===== src/rtl/countdown_timer_ctrl.sv =====
// countdown_timer_ctrl: prescaled down-counter with one-shot and auto-reload modes,
// pause/resume and abort. All outputs are registered or decoded from the state register.
module countdown_timer_ctrl #(
  parameter int unsigned WIDTH = 4,
  parameter int unsigned PW    = 4
) (
  input  logic             clk,
  input  logic             rst,
  input  logic             start,
  input  logic [WIDTH-1:0] load_val,
  input  logic [PW-1:0]    prescale,
  input  logic             auto_reload,
  input  logic             pause,
  input  logic             abort,
  output logic [WIDTH-1:0] q,
  output logic             start_ack,
  output logic             tc,
  output logic             busy,
  output logic             done
);

  typedef enum logic [1:0] {
    StIdle,
    StRun,
    StPause,
    StDone
  } state_e;

  state_e           state_q, state_d;
  logic [WIDTH-1:0] cnt_q, cnt_d;
  logic [WIDTH-1:0] reload_q, reload_d;
  logic [PW-1:0]    pre_cnt_q, pre_cnt_d;
  logic [PW-1:0]    presc_q, presc_d;
  logic             auto_q, auto_d;
  logic             start_ack_q, start_ack_d;
  logic             tc_q, tc_d;

  logic active;
  logic do_abort;
  logic accept;
  logic load_zero;
  logic advance;
  logic tick;
  logic last;

  // Event decode, highest priority first: abort, start acceptance, pause, tick.
  always_comb begin
    active    = (state_q == StRun) || (state_q == StPause);
    do_abort  = abort && (state_q != StIdle);
    // Abort masks start even in IDLE, where abort itself does nothing.
    accept    = start && !abort && !active;
    load_zero = (load_val == '0);
    // A PAUSE cycle with pause released already counts, so N paused cycles cost N clocks.
    advance   = active && !abort && !pause;
    tick      = advance && (pre_cnt_q == '0);
    // <= 1 rather than == 1 so a zero count can never wrap.
    last      = tick && (cnt_q <= WIDTH'(1));
  end

  // Next-state logic.
  always_comb begin
    state_d = state_q;
    if (do_abort) begin
      state_d = StIdle;
    end else if (accept) begin
      state_d = load_zero ? StDone : StRun;
    end else if (active) begin
      if (pause) begin
        state_d = StPause;
      end else if (last && !auto_q) begin
        state_d = StDone;
      end else begin
        state_d = StRun;
      end
    end
  end

  // Datapath next-state: count, prescaler, latched configuration and output pulses.
  always_comb begin
    cnt_d       = cnt_q;
    pre_cnt_d   = pre_cnt_q;
    reload_d    = reload_q;
    presc_d     = presc_q;
    auto_d      = auto_q;
    start_ack_d = 1'b0;
    tc_d        = 1'b0;
    if (do_abort) begin
      cnt_d     = '0;
      pre_cnt_d = '0;
    end else if (accept) begin
      cnt_d       = load_val;
      pre_cnt_d   = prescale;
      reload_d    = load_val;
      presc_d     = prescale;
      auto_d      = auto_reload;
      start_ack_d = 1'b1;
      // A zero load terminates immediately.
      tc_d        = load_zero;
    end else if (advance) begin
      if (tick) begin
        pre_cnt_d = presc_q;
        if (last) begin
          tc_d  = 1'b1;
          cnt_d = auto_q ? reload_q : '0;
        end else begin
          cnt_d = cnt_q - WIDTH'(1);
        end
      end else begin
        pre_cnt_d = pre_cnt_q - PW'(1);
      end
    end
  end

  // State register with synchronous active-high reset.
  always_ff @(posedge clk) begin
    if (rst) begin
      state_q <= StIdle;
    end else begin
      state_q <= state_d;
    end
  end

  // Datapath registers; reset also discards the latched configuration.
  always_ff @(posedge clk) begin
    if (rst) begin
      cnt_q       <= '0;
      pre_cnt_q   <= '0;
      reload_q    <= '0;
      presc_q     <= '0;
      auto_q      <= 1'b0;
      start_ack_q <= 1'b0;
      tc_q        <= 1'b0;
    end else begin
      cnt_q       <= cnt_d;
      pre_cnt_q   <= pre_cnt_d;
      reload_q    <= reload_d;
      presc_q     <= presc_d;
      auto_q      <= auto_d;
      start_ack_q <= start_ack_d;
      tc_q        <= tc_d;
    end
  end

  // Output decode.
  always_comb begin
    q         = cnt_q;
    start_ack = start_ack_q;
    tc        = tc_q;
    busy      = (state_q == StRun) || (state_q == StPause);
    done      = (state_q == StDone);
  end

endmodule


===== config.mk =====
export PLATFORM = sky130hd
export DESIGN_NAME = countdown_timer_ctrl
export DESIGN_NICKNAME = d
export VERILOG_FILES = /design/src/rtl/countdown_timer_ctrl.sv
export SDC_FILE = /design/constraint.sdc
export NUM_CORES = 1
export LEC_CHECK = 0
export CORE_MARGIN = 5
export CORE_UTILIZATION = 25
export CTS_CLUSTER_SIZE = 16
export DETAILED_ROUTE_END_ITERATION = 16
export REMOVE_ABC_BUFFERS = 1
export SYNTH_ARGS = -nofsm -noshare
export SYNTH_HDL_FRONTEND = slang
export SYNTH_SLANG_ARGS = --single-unit

===== constraint.sdc =====
create_clock -name clk -period 3.3 [get_ports clk]
set_input_delay 0.66 -clock clk [delete_from_list [all_inputs] [get_ports clk]]
set_output_delay 0.66 -clock clk [all_outputs]
set_load 0.05 [all_outputs]

==> qor.csv <==
metric,value,unit
ys_types,31,
yosysSeqAreaShare,37.4,%
worst_pin_slew,0.634,ns
hold_path_class,register to register,
leakage,0.498,nW
synth.most_common_cell,nand2_1,
first_pass_iters,4,
synth_top_area_cell,dfxtp_1,
syn_area_per_cell,8.08,um^2
synth_top_area_share,37.4,%
final_area,1420,um^2
drt_iter0_drc,43,
cts_buffer_depth,2,
async_flop_share,0,%
cp-end-kind,primary output,
cts.sinks,21,
n_antenna_cell,0,
holdWs,0.460,ns
fmax,383,MHz
cts_hold_buf,0,
dieArea,5940,um^2
io_pins,22,
finalSetupViolCount,0,
vdd_drop_max,0.000324,V
period_share,79.2,%
start_util,25.8,%
drc,0,
power_density,766,nW/um^2
cts_root_buf,clkbuf_8,
outcome,finished clean,
finalHoldViolCount,0,
cts_tree,built,
cts.htree.levels,1,
grt_usage,9.18,%
ys.flop_type,dfxtp_1,
ys_ff_latch,21,
fin_nets,180,
gr-total-overflow,0,
rows,24,
worst_slack,0.686,ns
critPathLaunchType,register,
place_area,1370,um^2
drive_above_1_share,3.77,%
rr_startpoint,state_q[0]$_SDFFE_PP0P_,
routabilityCongestion,0.720,
postSynthCellCount,139,
cts_resized,0,
arrival,1.95,ns
crit_start,state_q[0]$_SDFFE_PP0P_,
total_power,1.09,mW
clk_latency,0.26,ns
grt_pass1_vias,931,
clock_skew,0.00202,ns
pre_cts_ws,0.921,ns
synth_commonest_cells,"24 x nand2_1, 21 x dfxtp_1, 15 x a21oi_1",
setup_tns,0,ns
ys.warnings.count,0,
core,4350,um^2
die_x,77.0,um
portBuffers,21,
grt_antenna_before_repair,0,
relSlewSlack,57.8,%
grt_pass1_wl,4.49,mm
maxSlewViolCount,0,
syn_area,1120,um^2
synth_area_leaders,"dfxtp_1 37%, nand2_1 8.0%, a21oi_1 6.7%",
drv_cap,0,
die_h,77.0,um
numCtsBuffers,3,
cts_post_setup_buffers_inserted,0,
synth-edff-count,0,
ant_nets,0,
min_from,reload_q[0]$_SDFFE_PP0P_,
dp_hpwl,2.01,mm
worstPathMaxFanout,8,
via_count,1034,
rsz0062_at_grt,false,
grt_max_degree,18,
clkTransAtPathRegs,0.08,ns
drt_wl_total,2.78,mm
cp.required,2.64,ns
min_period,2.61,ns
routedWlPerCell,13.2,um
via_per_inst,4.90,
synthToLayoutAreaGrowth,26.3,%
path_class,register to primary output,
-- where the power goes --
part / leakage (nW) / switching [mW] / internal [mW]
Clock: 0.0228 / 0.0821 / 0.0859
Combinational: 0.304 / 0.340 / 0.224
Sequential: 0.172 / 0.0468 / 0.308
Total: 0.498 / 0.469 / 0.618
-- logic make-up (layout without fill, tap and decap cells) --
logic type                 count (synthesis)  after routing  synth area share, %
xor gates and xnor gates                   3              3                 2.34
buffers and inverters                     13             33                 5.23
DFF                                       21             21                 37.4
adders and majority gates                  6              6                 6.68
and+or+nand+nor                           52             52                 24.3
AOI/OAI and AO/OA                         44             44                 24.1
-- metrics by stage --
stage,util [%],instances
detailed placement,31.6,207
CTS,32.6,211
global placement,31.6,207
global route,32.6,211
finish,32.6,211
floorplan,-,133
-- routing by layer --
layer	vias up	wire, um	track usage [%]
met3	2	178	3.40
met2	25	1260	14.5
met5	-	0	0
li1	534	-	-
met1	473	1320	11.9
met4	0	19	2.06
-- worst paths after layout --
check | endpoint | slack (ns) | cells past startpoint
worst max-delay path | busy | 0.69 | 3
worst min-delay path | reload_q[0]$_SDFFE_PP0P_ | 0.46 | 2
worst max register to register | state_q[1]$_SDFFE_PP0P_ | 1.36 | 6
worst min register to register | reload_q[0]$_SDFFE_PP0P_ | 0.46 | 2
-- layout make-up --
cell class | instances | area [um^2]
tap | 52 | 65.1
fill | 457 | 2940
multi-input combinational | 105 | 644
inverter | 7 | 26.3
sequential | 21 | 420
clock buffer | 4 | 45.0
timing repair buffer | 22 | 218
-- placed cells by master (no fill, tap or decap), drive strengths merged, types with 2 or more instances in the layout --
| cell type | instances |
|---|---|
| o21ai | 9 |
| o211ai | 2 |
| and4 | 3 |
| clkdlybuf4s50 | 21 |
| dfxtp | 21 |
| inv | 7 |
| nor3 | 4 |
| xnor2 | 3 |
| a31oi | 9 |
| nand2b | 3 |
| a21oi | 15 |
| clkbuf | 4 |
| nor2 | 5 |
| or2 | 3 |
| a21o | 2 |
| nand3 | 5 |
| nand2 | 24 |
| ha | 6 |
| nor2b | 2 |
-- critical path, stage by stage, from the launching register on --
cell,delay (ns)
dfxtp_1,0.36
inv_1,0.05
ha_1,0.42
clkdlybuf4s50_1,0.85
-- state kept, by name, summed over array words and instances, names as in the netlist --
register,flops
start_ack,1
tc,1
pre_cnt_q,4
q,4
state_q,2
auto_q,1
presc_q,4
reload_q,4
Power figures use the tool's default switching activity.
